`config.mk`:
```
export PLATFORM = sky130hd
export DESIGN_NAME = boot_loader
export DESIGN_NICKNAME = d
export VERILOG_FILES = /design/src/rtl/boot_loader_pkg.sv /design/src/rtl/boot_word_pack.sv /design/src/rtl/boot_loader.sv
export SDC_FILE = /design/constraint.sdc
export NUM_CORES = 1
export LEC_CHECK = 0
export BUFFER_PORTS_ARGS = -buffer_cell sky130_fd_sc_hd__buf_2
export CAP_MARGIN = 10
export CORE_ASPECT_RATIO = 0.9
export CORE_MARGIN = 2
export CORE_UTILIZATION = 60
export CTS_CLUSTER_DIAMETER = 40
export DETAILED_ROUTE_END_ITERATION = 7
export GPL_ROUTABILITY_DRIVEN = 0
export GPL_TIMING_DRIVEN = 0
export PLACE_DENSITY = 0.81
export REMOVE_ABC_BUFFERS = 1
export SKIP_LAST_GASP = 1
export SLEW_MARGIN = 20
export SYNTH_ARGS = -nofsm -noshare
export SYNTH_HDL_FRONTEND = slang
export SYNTH_HIERARCHICAL = 1
export SYNTH_SLANG_ARGS = --single-unit
```
`constraint.sdc`:
```
create_clock -name clk -period 6 [get_ports clk]
set_input_delay 0 -clock clk [delete_from_list [all_inputs] [get_ports clk]]
set_output_delay 0 -clock clk [all_outputs]
set_load 0.01 [all_outputs]
```
`src/rtl/boot_loader_pkg.sv`:
```
// +-----------------------------------------------------------------------+
// | Module   : boot_loader_pkg                                            |
// | Brief    : Shared constants for the byte-stream boot loader: reset    |
// |            levels, byte/word widths, hold default, state encodings.   |
// | Revision : 1.0 - initial release                                      |
// +-----------------------------------------------------------------------+
`default_nettype none

package boot_loader_pkg;

   localparam logic RstEnable  = 1'b1;
   localparam logic RstDisable = 1'b0;

   localparam int c_BYTE_W       = 8;
   localparam int c_WORD_W       = 32;
   localparam int c_LEN_W        = 16;
   localparam int c_RST_HOLD_DEF = 4;

   localparam logic [2:0] c_ST_IDLE   = 3'd0;
   localparam logic [2:0] c_ST_LEN_HI = 3'd1;
   localparam logic [2:0] c_ST_LEN_LO = 3'd2;
   localparam logic [2:0] c_ST_DATA   = 3'd3;
   localparam logic [2:0] c_ST_CSUM   = 3'd4;
   localparam logic [2:0] c_ST_RUN    = 3'd5;
   localparam logic [2:0] c_ST_ERR    = 3'd6;

   // States in which the loader consumes bytes from the stream.
   function automatic logic accepts_bytes(input logic [2:0] st);
      return (st == c_ST_LEN_HI) || (st == c_ST_LEN_LO) ||
             (st == c_ST_DATA)   || (st == c_ST_CSUM);
   endfunction

endpackage

`default_nettype wire

```
`src/rtl/boot_word_pack.sv`:
```
// +-----------------------------------------------------------------------+
// | Module   : boot_word_pack                                             |
// | Brief    : Packs four bytes MSB-first into a word and issues a        |
// |            one-cycle write strobe the cycle after the 4th byte.       |
// | Revision : 1.0 - initial release                                      |
// +-----------------------------------------------------------------------+
`default_nettype none

module boot_word_pack
   import boot_loader_pkg::*;
(
   input  logic                clk,
   input  logic                rst,
   input  logic                shift_en,
   input  logic [c_BYTE_W-1:0] byte_in,
   output logic                word_done,
   output logic                we,
   output logic [c_WORD_W-1:0] wdata
);

   logic [1:0]                     r_cnt;
   logic [c_WORD_W-c_BYTE_W-1:0]   r_shift;

   assign word_done = shift_en && (r_cnt == 2'd3);

   // wdata is a separate register so it stays stable between strobes.
   always_ff @(posedge clk) begin
      if (rst == RstEnable) begin
         r_cnt   <= 2'd0;
         r_shift <= '0;
         we      <= 1'b0;
         wdata   <= '0;
      end else begin
         we <= word_done;
         if (shift_en) begin
            r_cnt   <= r_cnt + 2'd1;
            r_shift <= {r_shift[c_WORD_W-2*c_BYTE_W-1:0], byte_in};
         end
         if (word_done) begin
            wdata <= {r_shift, byte_in};
         end
      end
   end

endmodule

`default_nettype wire

```
`src/rtl/boot_loader.sv`:
```
// +-----------------------------------------------------------------------+
// | Module   : boot_loader                                                |
// | Brief    : Receives a length-prefixed program image over a byte       |
// |            stream, writes it into instruction ROM and releases the    |
// |            CPU reset. Define BOOT_CHECKSUM_EN to require a trailing   |
// |            XOR checksum byte.                                         |
// | Revision : 1.0 - initial release                                      |
// +-----------------------------------------------------------------------+
`default_nettype none

module boot_loader
   import boot_loader_pkg::*;
#(
   parameter int ADDR_W   = 17,
   parameter int RST_HOLD = c_RST_HOLD_DEF
) (
   input  logic                clk,
   input  logic                rst,
   input  logic                in_valid,
   input  logic [c_BYTE_W-1:0] in_data,
   output logic                in_ready,
   input  logic                boot_req,
   output logic                rom_we,
   output logic [ADDR_W-1:0]   rom_addr,
   output logic [c_WORD_W-1:0] rom_wdata,
   output logic                cpu_rst,
   output logic                done,
   output logic                error
);

`ifdef BOOT_CHECKSUM_EN
   localparam logic [2:0] c_ST_TAIL = c_ST_CSUM;
`else
   localparam logic [2:0] c_ST_TAIL = c_ST_RUN;
`endif

   logic [2:0]         r_state;
   logic [2:0]         w_state_nxt;
   logic [c_LEN_W-1:0] r_len;
   logic [c_LEN_W-1:0] w_len_new;
   logic [c_LEN_W-1:0] r_word_cnt;
   logic [15:0]        r_hold;
   logic               w_xfer;
   logic               w_word_done;
   logic               w_last_word;
   logic               w_oversize;
   logic               w_restart;
   logic               w_enter_data;
   logic               w_released;

   assign in_ready     = accepts_bytes(r_state);
   assign w_xfer       = in_valid && in_ready;
   assign w_len_new    = {r_len[c_LEN_W-1:c_BYTE_W], in_data};
   assign w_last_word  = (r_word_cnt == r_len - 16'd1);
   assign w_restart    = boot_req && ((r_state == c_ST_RUN) || (r_state == c_ST_ERR));
   assign w_enter_data = (r_state == c_ST_LEN_LO) && (w_state_nxt == c_ST_DATA);
   assign w_released   = (r_state == c_ST_RUN) && (r_hold == 16'd0);

   assign cpu_rst = !w_released;
   assign done    = w_released;
   assign error   = (r_state == c_ST_ERR);

   // A 16-bit length can only exceed the ROM when the ROM is smaller than 2^16 words.
   generate
      if (ADDR_W < c_LEN_W) begin : g_oversize
         assign w_oversize = (17'(w_len_new) > (17'd1 << ADDR_W));
      end else begin : g_no_oversize
         assign w_oversize = 1'b0;
      end
   endgenerate

   boot_word_pack u_pack (
      .clk       (clk),
      .rst       (rst),
      .shift_en  (w_xfer && (r_state == c_ST_DATA)),
      .byte_in   (in_data),
      .word_done (w_word_done),
      .we        (rom_we),
      .wdata     (rom_wdata)
   );

`ifdef BOOT_CHECKSUM_EN
   logic [c_BYTE_W-1:0] r_csum;

   always_ff @(posedge clk) begin
      if (rst == RstEnable) begin
         r_csum <= '0;
      end else if ((r_state == c_ST_IDLE) || w_restart) begin
         r_csum <= '0;
      end else if (w_xfer && (r_state != c_ST_CSUM)) begin
         r_csum <= r_csum ^ in_data;
      end
   end
`endif

   always_comb begin
      w_state_nxt = r_state;
      case (r_state)
         c_ST_IDLE:   w_state_nxt = c_ST_LEN_HI;
         c_ST_LEN_HI: if (w_xfer) w_state_nxt = c_ST_LEN_LO;
         c_ST_LEN_LO: begin
            if (w_xfer) begin
               if (w_len_new == '0)  w_state_nxt = c_ST_TAIL;
               else if (w_oversize)  w_state_nxt = c_ST_ERR;
               else                  w_state_nxt = c_ST_DATA;
            end
         end
         c_ST_DATA:   if (w_word_done && w_last_word) w_state_nxt = c_ST_TAIL;
`ifdef BOOT_CHECKSUM_EN
         c_ST_CSUM: begin
            if (w_xfer) w_state_nxt = (in_data == r_csum) ? c_ST_RUN : c_ST_ERR;
         end
`endif
         c_ST_RUN, c_ST_ERR: if (w_restart) w_state_nxt = c_ST_LEN_HI;
         default:     w_state_nxt = c_ST_IDLE;
      endcase
   end

   always_ff @(posedge clk) begin
      if (rst == RstEnable) begin
         r_state    <= c_ST_IDLE;
         r_len      <= '0;
         r_word_cnt <= '0;
         r_hold     <= '0;
         rom_addr   <= '0;
      end else begin
         r_state <= w_state_nxt;

         if (w_xfer && (r_state == c_ST_LEN_HI)) r_len[c_LEN_W-1:c_BYTE_W] <= in_data;
         if (w_xfer && (r_state == c_ST_LEN_LO)) r_len[c_BYTE_W-1:0]       <= in_data;

         if (w_enter_data)     r_word_cnt <= '0;
         else if (w_word_done) r_word_cnt <= r_word_cnt + 16'd1;

         // Address advances the cycle after each strobe.
         if (w_enter_data) rom_addr <= '0;
         else if (rom_we)  rom_addr <= rom_addr + 1'b1;

         if ((r_state != c_ST_RUN) && (w_state_nxt == c_ST_RUN)) begin
            r_hold <= 16'(RST_HOLD);
         end else if ((r_state == c_ST_RUN) && (r_hold != 16'd0)) begin
            r_hold <= r_hold - 16'd1;
         end
      end
   end

endmodule

`default_nettype wire
```
; After elaboration in Yosys (flattened, before gate mapping)
; Index checks and enable logic that the tools add are counted.
[word_totals]
wordCells = 59
out_inout_bits = 54
inputBits = 12
regBits = 127
[classes]
muxes = 8
eq_ne = 11
addsub = 5
reduce_logical = 24
[ops]
columns = operator, n
row1 = zero test 16 bit, 2
row2 = subtractor 16 x 1 -> 16 bit (second input constant), 2
row3 = two-way mux 3 bit, 7
row4 = adder 17 x 1 -> 17 bit (second input constant), 1
row5 = adder 16 x 1 -> 16 bit (second input constant), 1
row6 = equality test 16 bit, 1
row7 = nonzero test 16 bit, 1
row8 = case mux 3 bit (5 select lines), 1
row9 = equality test 3 bit (second input constant), 4
row10 = logical AND 1 bit, 11
row11 = equality test 3 x 2 -> 1 bit (second input constant), 3
row12 = OR reduction 2 bit, 3
row13 = logical OR 1 bit, 4
row14 = equality test 3 x 1 -> 1 bit (second input constant), 1
row15 = zero test 3 bit, 1
row16 = != test 3 bit (second input constant), 1
row17 = adder 2 x 1 -> 2 bit (second input constant), 1
row18 = equality test 2 bit (second input constant), 1
row19 = nonzero test 2 bit, 1
row20 = zero test 1 bit, 1

; Logic depth before layout (Yosys ltp)
; Gate-level depths: netlist of the first run.
[logic_depth]
depth_word = 13
mapped_depth = 11
depth_no_buf = 8

; Modules after synthesis
; Netlist of the first run, hierarchy kept.
[modules_own_cells]
columns = mod, n_inst, area_each_um2, cells_per_inst, seq_area_each_um2
row1 = boot_loader, 1, 3712.3, 438, 1361.3
row2 = boot_word_pack, 1, 2451.1, 234, 1181.1

; Worst setup path before layout of the first run
; OpenSTA, ideal clock, no wires.
[synth_timing]
path_kind = reg2reg
from = reg r_len[0]
to = reg r_hold[14]
period_less_slack_ps = 2524
setup_time_ps = 119
path_stages_with_launch = 10
arrival_time_ps = 2405
path_slack_ps = 3476
required_time_ps = 5881
path_buffers = 1
cell_sequence = dfxtp_1 > inv_1 > ha_1 > or3b_4 > nor3_2 > or3_2 > a211o_1 > nor4_4 > buf_6 > nor3_2
[synth_via]
elab_chain_cells = 8
[synth_rtl]
columns = item, line_no
row1 = "start, declared", boot_loader.sv:39  ; logic [c_LEN_W-1:0] r_len;
row2 = "start signal, assigned by index", boot_loader.sv:129  ; if (w_xfer && (r_state == c_ST_LEN_HI)) r_len[c_LEN_W-1:c_BYTE_W] <= in_data;
row3 = "start signal, assigned by index", boot_loader.sv:130  ; if (w_xfer && (r_state == c_ST_LEN_LO)) r_len[c_BYTE_W-1:0] <= in_data;
row4 = subtractor 16 x 1 -> 16 bit, boot_loader.sv:54  ; assign w_last_word = (r_word_cnt == r_len - 16'd1);
row5 = equality test 16 bit, boot_loader.sv:54
row6 = logical AND 1 bit, boot_loader.sv:108  ; c_ST_DATA: if (w_word_done && w_last_word) w_state_nxt = c_ST_TAIL;
row7 = two-way mux 3 bit, boot_loader.sv:108
row8 = case mux 3 bit (5 select lines), boot_loader.sv:98  ; case (r_state)
row9 = equality test 3 bit, boot_loader.sv:139  ; if ((r_state != c_ST_RUN) && (w_state_nxt == c_ST_RUN)) begin
row10 = logical AND 1 bit, boot_loader.sv:139
row11 = OR reduction 2 bit (no source line), n/a
row12 = "end signal, assigned", boot_loader.sv:140  ; r_hold <= 16'(RST_HOLD);
row13 = "end signal, assigned", boot_loader.sv:142  ; r_hold <= r_hold - 16'd1;
row14 = "end, declared", boot_loader.sv:42  ; logic [15:0] r_hold;
; No other way between the ends.
; A chain may end at the register's enable or synchronous reset.

; Final worst setup path of the first run
[layout_timing]
from = reg r_state[2]
to = reg r_hold[3]
[layout_via]
elab_chain_cells = 13
word_cells_on_any_way = 27
cone_classes = eq/ne (8) / mux (5) / reduce/logical (14)
[layout_rtl]
columns = item, line_no
row1 = "start, declared", boot_loader.sv:37  ; logic [2:0] r_state;
row2 = "start signal, assigned", boot_loader.sv:121  ; r_state <= c_ST_IDLE;
row3 = "start signal, assigned", boot_loader.sv:127  ; r_state <= w_state_nxt;
row4 = equality test 3 x 1 -> 1 bit / equality test 3 x 2 -> 1 bit (equally long branches), boot_loader_pkg.sv:29  ; return (st == c_ST_LEN_HI) || (st == c_ST_LEN_LO) ||
row5 = logical OR 1 bit (2 in a row), boot_loader_pkg.sv:29
row6 = logical OR 1 bit, boot_loader_pkg.sv:30  ; (st == c_ST_DATA) || (st == c_ST_CSUM);
row7 = logical AND 1 bit, boot_loader.sv:52  ; assign w_xfer = in_valid && in_ready;
row8 = logical AND 1 bit (*), boot_loader.sv:75  ; .shift_en (w_xfer && (r_state == c_ST_DATA)),
row9 = logical AND 1 bit (*), boot_word_pack.sv:24  ; assign word_done = shift_en && (r_cnt == 2'd3);
row10 = named net w_word_done, boot_loader.sv:44  ; logic w_word_done;
row11 = logical AND 1 bit (*), boot_loader.sv:108
row12 = two-way mux 3 bit (*), boot_loader.sv:108
row13 = case mux 3 bit (5 select lines) (*), boot_loader.sv:98
row14 = equality test 3 bit (*), boot_loader.sv:139
row15 = logical AND 1 bit (*), boot_loader.sv:139
row16 = OR reduction 2 bit (no source line) (*), n/a
; Mark *: on every way through the listed nets, which the timed path passes. The rest lies on a longest branch.

==> impl_metrics.py, run 1 <==
metrics = {
    "sta": {
        "timing.final.crit_share": 0.645,
        "max-slew-margin-rel": 0.291,
        "finalSetupTns_ns": 0,
        "slew_violations": 0,
        "skew_ns": 0.00589,
        "clock.fmax_mhz": 259,
        "fin_crit_ns": 3.87,
        "hold_violations": 0,
        "hold_ws_ns": 0.0388,
        "tightest_slew_ns": 1.06,
        "layout_setup_ws_ns": 2.13,
        "setup_viol": 0,
        "rsz0062_at_grt": "no",
    },
    "run_status": {
        "status": "completed",
    },
    "placed_design": {
        "io_buffers": 65,
        "dpl-instance-area_um2": 6450,
        "hpwl_mm": 8.24,
        "dp_slack_ns": 2.20,
    },
    "route": {
        "drc_errors": 0,
        "ant_nets": 0,
        "drt_iter0_drc": 244,
        "vias": 4953,
        "post_drt_wl_per_cell_um": 14.9,
        "first_pass_iters": 5,
        "drt_wl_total_mm": 13.0,
        "via_per_inst": 5.69,
    },
    "cells_and_area": {
        "num_antenna_cells": 0,
        "layout-drive-gt1-share": 0.201,
        "fin_area_um2": 7120,
        "area_growth_pct": 15.6,
        "nNetsFinal": 745,
    },
    "hold_path": {
        "whs_path_depth": 2,
        "hold_path_end": "u_pack/r_shift[17]",
        "hp-start": "rst",
        "hp-class": "in2reg",
    },
    "global_route": {
        "grt-ovfl-total": 0,
        "track_usage": 0.239,
        "grt_max_degree": 70,
        "grt_pass1_wl_mm": 21.8,
        "grt_pass1_vias": 4619,
        "antenna_found_initial": 0,
    },
    "critical_path": {
        "crit_path_end_kind": "register",
        "crit-reg2reg-launch": "r_state[2]",
        "critPathRequiredTime_ns": 6.25,
        "ff2ff_path_depth": 8,
        "r2r_end": "r_hold[3]",
        "reg2reg_slack_ns": 2.13,
        "arrival_ns": 4.11,
        "worstSetupStartpointType": "register",
        "crit_fanout": 69,
        "critPathKind": "reg2reg",
    },
    "cts": {
        "path_clk_slew_ns": 0.06,
        "numCtsBuffers": 17,
        "cts_tree": "yes",
        "cts-root-buf": "clkbuf_16",
        "cts_resized": 0,
        "post-cts-setup-buffers": 0,
        "cts_buffer_depth": 2,
        "ctsHtreeMaxLevel": 4,
        "clock_latency_ns": 0.41,
        "cts.sinks": 127,
    },
    "pwr": {
        "finalPower_mw": 1.99,
        "powerDensity_nw_per_um2": 280,
        "peakVddDrop_mv": 0.242,
        "power.leakage_nw": 2.71,
    },
    "job": {
        "drv_cap": 0,
    },
    "floorplanning": {
        "start_util": 0.609,
        "die-width_um": 111,
        "die-area_um2": 11100,
        "pin_count": 66,
        "row_count": 35,
        "fp.dieH_um": 100,
        "core_um2": 10100,
    },
    "synthesis": {
        "yosys-top-cells-area": "dfxtp_1, a21bo_1, xor2_1, nor2_1, xnor2_1",
        "yosysMostFrequentCell": "dfxtp_1",
        "ys_seq_elements": 127,
        "netlist_top_cells_count": "dfxtp_1, nor2_1, nand2_1",
        "syn_area_per_cell_um2": 9.17,
        "yosysTopAreaCell": "dfxtp_1",
        "netlist.area_leader.share": 0.413,
        "ys_seq_area_frac": 0.413,
        "postSynthCellCount": 672,
        "netlist_area_um2": 6160,
        "yosys_most_used_dff": "dfxtp_1",
        "ys_warn_count": 6,
        "ys_types": 61,
        "synthArstFlopShare": 0,
        "synth_edf_count": 0,
    },
}
how the worst max path moves through the flow:
stage / from / to / slack (ns) / cells after the start
final: r_state[2] / r_hold[3] / 2.13 / 8
after global routing: r_state[2] / r_hold[3] / 1.86 / 8
after CTS: r_state[2] / r_hold[3] / 2.17 / 8
after detailed placement: r_state[2] / r_hold[3] / 2.20 / 8
after global placement: r_state[2] / r_hold[1] / 0.42 / 7
after floorplan: r_state[2] / r_hold[0] / 1.39 / 7
area by class of cell:
class                      instances  area, µm²
multi-input combinational        494       3300
sequential                       127       2540
timing repair buffer              77        493
tap                              129        161
clock inverter                    13        129
clock buffer                      19        453
inverter                          11       41.3
fill                             723       2990
per-layer routing:
layer / track usage / vias to the layer above / routed length [µm]
met1: 0.301 / 2330 / 5800
met3: 0.0634 / 25 / 682
met4: 0.0894 / 0 / 260
met2: 0.396 / 136 / 6260
met5: 0 / - / 0
li1: - / 2462 / -
power breakdown:
part | internal [mW] | leakage, nW | switching [mW]
sequential | 0.851 | 1.02 | 0.0129
combinational | 0.0511 | 1.40 | 0.0765
clock | 0.599 | 0.281 | 0.402
total | 1.50 | 2.71 | 0.491
cell usage in the layout (no fill, tap or decap), types with 5 or more instances in the layout:
cell,n
dfxtp_1,127
nor2_1,74
buf_2,64
nand2_1,55
nand3_1,50
a21oi_1,41
xor2_1,33
a21bo_1,32
xnor2_1,31
mux2i_1,27
nor3_1,18
a21oi_2,18
clkbuf_16,17
inv_1,11
nand4_1,11
nor3_2,11
nor4_1,9
dlygate4sd3_1,9
nor2b_1,8
and2_1,7
o21ai_0,5
clkinv_4,5
cell families (layout without fill, tap and decap cells):
logic type               after synthesis  after routing  synth area share
adder cells (fa/ha/maj)                5              5            0.0102
AO/OA/AOI/OAI                        121            121             0.149
multiplexers                          27             27            0.0438
AND/OR/NAND/NOR                      277            277             0.240
XOR/XNOR                              64             64            0.0909
flip-flops                           127            127             0.413
buffers and inverters                 51            120            0.0544
flip-flops by register name, indices dropped and copies added (netlist names):
| signal | flops |
|---|---|
| rom_addr | 17 |
| r_hold | 16 |
| u_pack/r_cnt | 2 |
| r_len | 16 |
| r_word_cnt | 16 |
| u_pack/wdata | 32 |
| r_state | 3 |
| u_pack/we | 1 |
| u_pack/r_shift | 24 |
through the flow:
step,utilization,instances
5_1_grt,0.704,870
2_1_floorplan,-,632
4_1_cts,0.704,870
3_5_place_dp,0.638,829
3_3_place_gp,0.628,826
6_report,0.704,870
worst max-delay path, cell delays in order, from the launching register on:
cell and delay [ns]:
dfxtp_1 0.42, nor2b_1 0.39, and3_4 0.46, buf_16 0.32
and2_1 0.40, o2111a_1 0.25, o2111ai_1 0.29, nor4_4 0.99
nor3_1 0.16
what timing repair did:
item	in CTS	in global routing
hold buffers	9	0
setup endpoints to repair	0	0
endpoints found under the hold margin	33	0
No activity file was read; power rests on OpenSTA's default activity.
==> run 2: changes to the inputs <==
- ABC_AREA: not set -> 1
- CORE_UTILIZATION: 60 -> 53
- PLACE_DENSITY: 0.81 -> 0.76
- clock period: 6 -> 3.4 ns (I/O delays scaled with it)
==> run 2 against run 1 <==
The flow now finishes with violations (DRC). Sequential power up 78%. Synthesized area down 2.7%. Cell area about the same. Clock power up 92%. Clock skew up 0.0062 ns. Global-route usage down 1.3 points. Via count up 7.3%. Synthesized cell count up 22%. Clock-buffer cell count unchanged. Non-clock buffer count up 1. Die area up 9.8%. Combinational power up 130%. Critical path type unchanged.
==> impl_metrics.py, run 2 <==
metrics = {
    "synthesis": {
        "netlist_top_cells_count": "nand2_1, nor2_1, dfxtp_1",
        "postSynthCellCount": 823,
        "ys_types": 32,
        "synthAdderAreaFrac": 0.0104,
        "synthMuxAreaShare": 0.00334,
        "synth_top_family_by_area": "simple AND/OR/NAND/NOR gates",
        "synthArstFlopShare": 0,
        "synth_xor_area_frac": 0.0730,
        "ys_warn_count": 6,
        "yosysMostFrequentCell": "nand2_1",
        "yosys_most_used_dff": "dfxtp_1",
        "synth_edf_count": 0,
        "yosys-top-cells-area": "dfxtp_1, nand2_1, nor2_1, inv_1, xor2_1",
        "ys_seq_elements": 127,
        "ys_seq_area_frac": 0.424,
        "synthSimpleGateAreaFrac": 0.343,
        "syn_area_per_cell_um2": 7.29,
        "synth_compound_area_frac": 0.0626,
        "yosysTopAreaCell": "dfxtp_1",
        "netlist.area_leader.share": 0.424,
        "netlist_area_um2": 6000,
    },
    "job": {
        "drv_cap": 0,
    },
    "sta": {
        "rsz0062_at_grt": "no",
        "hold_violations": 0,
        "max-slew-margin-rel": 0.363,
        "timing.final.crit_share": 0.858,
        "slew_violations": 0,
        "hold_ws_ns": 0.0277,
        "clock.fmax_mhz": 343,
        "tightest_slew_ns": 0.954,
        "setup_viol": 0,
        "skew_ns": 0.0121,
        "fin_crit_ns": 2.92,
        "finalSetupTns_ns": 0,
    },
    "cells_and_area": {
        "layout_common_cells": "nand2_1, nor2_1, dfxtp_1",
        "layout-drive-gt1-share": 0.175,
        "largest_register": "u_pack/wdata",
        "area_growth_pct": 18.9,
        "num_antenna_cells": 0,
        "layout_commonest_cell": "nand2_1",
        "largest_register_ffs": 32,
        "largestRegisters": "u_pack/wdata (32), u_pack/r_shift (24), rom_addr (17)",
        "fin_cells": 1061,
        "nNetsFinal": 913,
    },
    "floorplanning": {
        "core_um2": 10900,
        "fp.dieH_um": 105,
        "die-area_um2": 12200,
        "start_util": 0.548,
        "pin_count": 66,
        "row_count": 36,
        "die-width_um": 116,
    },
    "cts": {
        "path_clk_slew_ns": 0.06,
        "cts-root-buf": "clkbuf_16",
        "numCtsBuffers": 17,
        "clock_latency_ns": 0.42,
        "cts_tree": "yes",
        "cts_buffer_depth": 2,
        "cts.sinks": 127,
        "ctsHtreeMaxLevel": 4,
    },
    "critical_path": {
        "critPathRequiredTime_ns": 3.75,
        "crit-reg2reg-launch": "r_state[2]",
        "crit_top_cell": "nand2_1",
        "worstSetupStartpointType": "register",
        "crit_path_end_kind": "register",
        "crit_fanout": 33,
        "critPathMaxStageDelay_ns": 0.33,
        "r2r_end": "rom_addr[3]",
        "cp-endpoint": "rom_addr[3]",
        "cp_cell_sequence": "inv_1, nand3_1, nor2_4, buf_6, nand2_8, clkinvlp_4, inv_1, a21oi_1, o211ai_1, nor2_1, nand2_1, nor2_1, nand3_1, nand2_1, nand2_1, nand2_2, nand2_8, nor2_2",
        "critPathKind": "reg2reg",
        "crit_path_top_delay_cell": "dfxtp_1",
        "startpoint": "r_state[2]",
        "reg2reg_slack_ns": 0.48,
        "arrival_ns": 3.27,
        "ff2ff_path_depth": 18,
    },
    "global_route": {
        "grt_max_degree": 59,
        "grt-ovfl-total": 0,
        "grt_pass1_wl_mm": 22.2,
        "antenna_found_initial": 0,
        "track_usage": 0.225,
        "grt_pass1_vias": 4923,
    },
    "run_status": {
        "violations": "DRC",
        "status": "complete, but fails checks",
    },
    "placed_design": {
        "io_buffers": 65,
        "dp_cells": 1016,
        "hpwl_mm": 8.38,
    },
    "route": {
        "ant_nets": 0,
        "drt_iter0_drc": 323,
        "first_pass_iters": 8,
        "route.met2.wl_mm": 6.03,
        "wirelength_met1_mm": 6.29,
        "wl_met3_um": 704,
        "vias": 5316,
        "drt_wl_total_mm": 13.1,
        "top_layer": "met4",
        "post_drt_wl_per_cell_um": 12.4,
        "drc_errors": 1,
        "via_per_inst": 5.01,
    },
    "pwr": {
        "peakVddDrop_mv": 0.424,
        "power.leakage_nw": 3.41,
        "powerDensity_nw_per_um2": 526,
    },
    "hold_path": {
        "whs_path_depth": 4,
        "hp-class": "in2reg",
    },
}
==> run 2: cell count changes after synthesis, sizes merged, moves of 7 or more <==
cell / change
a21bo: -32
a21oi: -37
and2: -7
clkbuf: -8
inv: +73
mux2i: -25
nand2: +114
nor2: +121
nor2b: -8
nor3: -17
nor4: -10
o21ai: +43
xnor2: -11
==> run 2: cell families (layout without fill, tap and decap cells) <==
kind of cell,count (synthesis),in the layout
AOI/OAI and AO/OA,74,74
xor gates and xnor gates,50,50
adders and majority gates,5,5
buffers and inverters,110,195
DFF,127,127
muxes,2,2
and+or+nand+nor,455,456
==> run 2: worst max-delay path: cells and delay by family (launching register included) <==
kind,cells,cell delay [ns]
AND/OR/NAND/NOR,12,1.61
buffers and inverters,4,0.65
flip-flops,1,0.33
AO/OA/AOI/OAI,2,0.21
==> run 2: metrics by stage <==
stage	setup slack [ns]	power, mW	instance area (µm²)	utilization
3_5_place_dp	-0.0799	1.85	6340	0.579
5_1_grt	0.0595	3.90	7130	0.651
6_report	0.484	3.75	7130	0.651
2_1_floorplan	-0.0695	1.78	5810	-
3_3_place_gp	-1.41	1.84	6330	0.578
4_1_cts	0.150	3.77	7080	0.647
==> run 2: how the worst min path moves through the flow <==
stage / slack (ns) / start / endpoint
floorplan: 0.10 / in_data[0] / u_pack/wdata[0]
global placement: 0.27 / in_data[2] / u_pack/wdata[2]
detailed placement: 0.27 / in_data[2] / u_pack/wdata[2]
CTS: 0.007 / in_valid / r_state[1]
global route: 0.06 / in_valid / r_state[1]
finish: 0.03 / in_valid / r_state[1]
==> run 2: power breakdown <==
group | leakage, nW | switching (mW) | internal, mW
Sequential | 1.03 | 0.0253 | 1.52
Combinational | 2.08 | 0.196 | 0.101
Clock | 0.306 | 0.710 | 1.21
Total | 3.41 | 0.930 | 2.82
==> run 2: per-layer routing <==
metal | vias up | track usage
met5 | - | 0
li1 | 2748 | -
met4 | 0 | 0.0706
met3 | 9 | 0.0615
met1 | 2437 | 0.295
met2 | 122 | 0.360
==> run 2: repair_timing <==
| item | CTS | global route |
|---|---|---|
| endpoints found under the setup margin | 48 | 48 |
| gates cloned | 0 | 1 |
| hold endpoints to repair | 35 | 0 |
| hold buffers | 10 | 0 |
| pin swaps | 0 | 2 |
| resized for setup | 2 | 4 |
| buffers inserted | 0 | 2 |
==> run 2: final cells by class <==
type                       instances  area (µm²)
clock buffer                      19         453
clock inverter                    13         173
fill                             939        3810
inverter                          85         323
multi-input combinational        587        3000
sequential                       127        2540
tap                              152         190
timing repair buffer              78         452
==> run 3: changes to the inputs <==
- MAX_ROUTING_LAYER: not set -> met4
==> run 3 against run 2 <==
The run still ends with DRC left. Largest cell class unchanged. Sequential share of layout area unchanged. Die area unchanged. Wire length about the same. Core utilization unchanged. Combinational power about the same. Global-route usage up 0.64 points. Non-clock buffer count unchanged. Clock power about the same. Flip-flop and latch count unchanged. Critical path depth unchanged.
==> impl_metrics.py, run 3 (synthesis results as in run 2) <==
metrics = {
    "critical_path": {
        "crit_fanout": 33,
        "crit_path_end_kind": "register",
        "cp_cell_sequence": "inv_1, nand3_1, nor2_4, buf_6, nand2_8, clkinvlp_4, inv_1, a21oi_1, o211ai_1, nor2_1, nand2_1, nor2_1, nand3_1, nand2_1, nand2_1, nand2_2, nand2_8, nor2_2",
        "cp_top_family": "simple AND/OR/NAND/NOR gates",
        "r2r_end": "rom_addr[3]",
        "critPathRequiredTime_ns": 3.75,
        "arrival_ns": 3.26,
        "critical_path_depth": 18,
        "cp-endpoint": "rom_addr[3]",
        "startpoint": "r_state[2]",
        "critPathKind": "reg2reg",
        "ff2ff_path_depth": 18,
        "path_buf_inv": 4,
        "crit-reg2reg-launch": "r_state[2]",
        "worstSetupStartpointType": "register",
        "crit_path_top_delay_cell": "dfxtp_1",
        "critPathMaxStageDelay_ns": 0.33,
        "reg2reg_slack_ns": 0.50,
        "crit_top_cell": "nand2_1",
    },
    "run_status": {
        "violations": "DRC",
        "status": "complete, but fails checks",
    },
    "cells_and_area": {
        "layout-drive-gt1-share": 0.175,
        "area_growth_pct": 18.9,
        "fin_area_um2": 7130,
        "final_util": 0.651,
        "num_antenna_cells": 0,
        "layout_commonest_cell": "nand2_1",
        "largest_register": "u_pack/wdata",
        "nNetsFinal": 913,
        "layout_common_cells": "nand2_1, nor2_1, dfxtp_1",
        "largestRegisters": "u_pack/wdata (32), u_pack/r_shift (24), rom_addr (17)",
        "largest_register_ffs": 32,
        "fill_cells": 939,
    },
    "hold_path": {
        "hp-class": "in2reg",
    },
    "route": {
        "via_per_inst": 5.01,
        "post_drt_wl_per_cell_um": 12.4,
        "vias": 5312,
        "drt_wl_total_mm": 13.2,
        "drc_errors": 2,
        "ant_nets": 0,
        "first_pass_iters": 8,
        "drt_iter0_drc": 297,
    },
    "sta": {
        "max-slew-margin-rel": 0.367,
        "timing.final.crit_share": 0.854,
        "clock.fmax_mhz": 344,
        "fin_crit_ns": 2.90,
        "finalSetupTns_ns": 0,
        "tightest_slew_ns": 0.949,
        "setup_viol": 0,
        "slew_violations": 0,
        "rsz0062_at_grt": "no",
        "hold_violations": 0,
        "skew_ns": 0.0131,
    },
    "global_route": {
        "antenna_found_initial": 0,
        "grt-ovfl-total": 0,
        "grt_pass1_vias": 4926,
        "track_usage": 0.232,
        "grt_pass1_wl_mm": 22.2,
        "grt_max_degree": 59,
    },
    "floorplanning": {
        "row_count": 36,
        "core_um2": 10900,
        "die-width_um": 116,
        "fp.dieH_um": 105,
        "pin_count": 66,
        "die-area_um2": 12200,
        "start_util": 0.548,
    },
    "cts": {
        "cts-root-buf": "clkbuf_16",
        "ctsHtreeMaxLevel": 4,
        "cts_tree": "yes",
        "cts.sinks": 127,
        "path_clk_slew_ns": 0.06,
        "cts_buffer_depth": 2,
        "numCtsBuffers": 17,
        "clock_latency_ns": 0.42,
    },
    "pwr": {
        "powerDensity_nw_per_um2": 526,
        "power.leakage_nw": 3.41,
        "peakVddDrop_mv": 0.422,
    },
    "placed_design": {
        "io_buffers": 65,
        "hpwl_mm": 8.38,
        "dpl-instance-area_um2": 6340,
    },
    "job": {
        "drv_cap": 0,
    },
}
==> run 3: cell counts in the layout (fill, tap and decap cells not counted) <==
No cell type changed its count.
==> run 3: power by group <==
part           total (mW)  internal [mW]  switching, mW
registers            1.54           1.52         0.0253
logic               0.296          0.101          0.195
clock network        1.92           1.21          0.710
total                3.75           2.82          0.930
==> run 3: area by class of cell <==
cell class | instances | area (µm²) | area share
Multi-Input combinational cell | 587 | 3000 | 0.420
Sequential cell | 127 | 2540 | 0.357
Clock buffer | 19 | 453 | 0.0635
Inverter | 85 | 323 | 0.0453
Clock inverter | 13 | 173 | 0.0242
Tap cell | 152 | 190 | 0.0267
Timing Repair Buffer | 78 | 452 | 0.0633
==> run 3: metrics by stage <==
step | hold WS, ns | power [mW] | setup WS, ns | instances
floorplan | 0.103 | 1.78 | -0.0695 | 798
detailed placement | 0.272 | 1.85 | -0.0799 | 1016
CTS | 0.00707 | 3.77 | 0.150 | 1058
global route | 0.0579 | 3.90 | 0.0602 | 1061
global placement | 0.269 | 1.84 | -1.41 | 1015
finish | 0.0263 | 3.75 | 0.495 | 1061
==> run 3: worst min-delay path by stage <==
stage                from               to  slack (ns)  cells past startpoint
3_5_place_dp   in_data[2]  u_pack/wdata[2]        0.27                      3
2_1_floorplan  in_data[0]  u_pack/wdata[0]        0.10                      2
4_1_cts          in_valid       r_state[1]       0.007                      4
5_1_grt          in_valid       r_state[1]        0.06                      4
6_report         in_valid       r_state[1]        0.03                      4
3_3_place_gp   in_data[2]  u_pack/wdata[2]        0.27                      3
==> run 3: per-layer routing <==
layer  up-vias  share of wire  wire length, µm  global-route usage
li1       2747              -                -                   -
met1      2437           0.48             6340               0.297
met2       118           0.46             5990               0.360
met3        10          0.053              699              0.0597
met4         0         0.0094              123              0.0706
met5         -              0                0                   -
==> run 3: timing repair <==
action                                  in CTS  in global routing
endpoints found under the setup margin      48                 48
buffers inserted                             0                  2
hold buffers                                10                  0
cloned                                       0                  1
resized for setup                            2                  4
endpoints found under the hold margin       35                  0
pin swaps                                    0                  2
==> run 3: worst min-delay path: stages <==
cell	delay, ns
buf_2	0.13
nand2_1	0.07
a21oi_1	0.07
a21oi_1	0.13
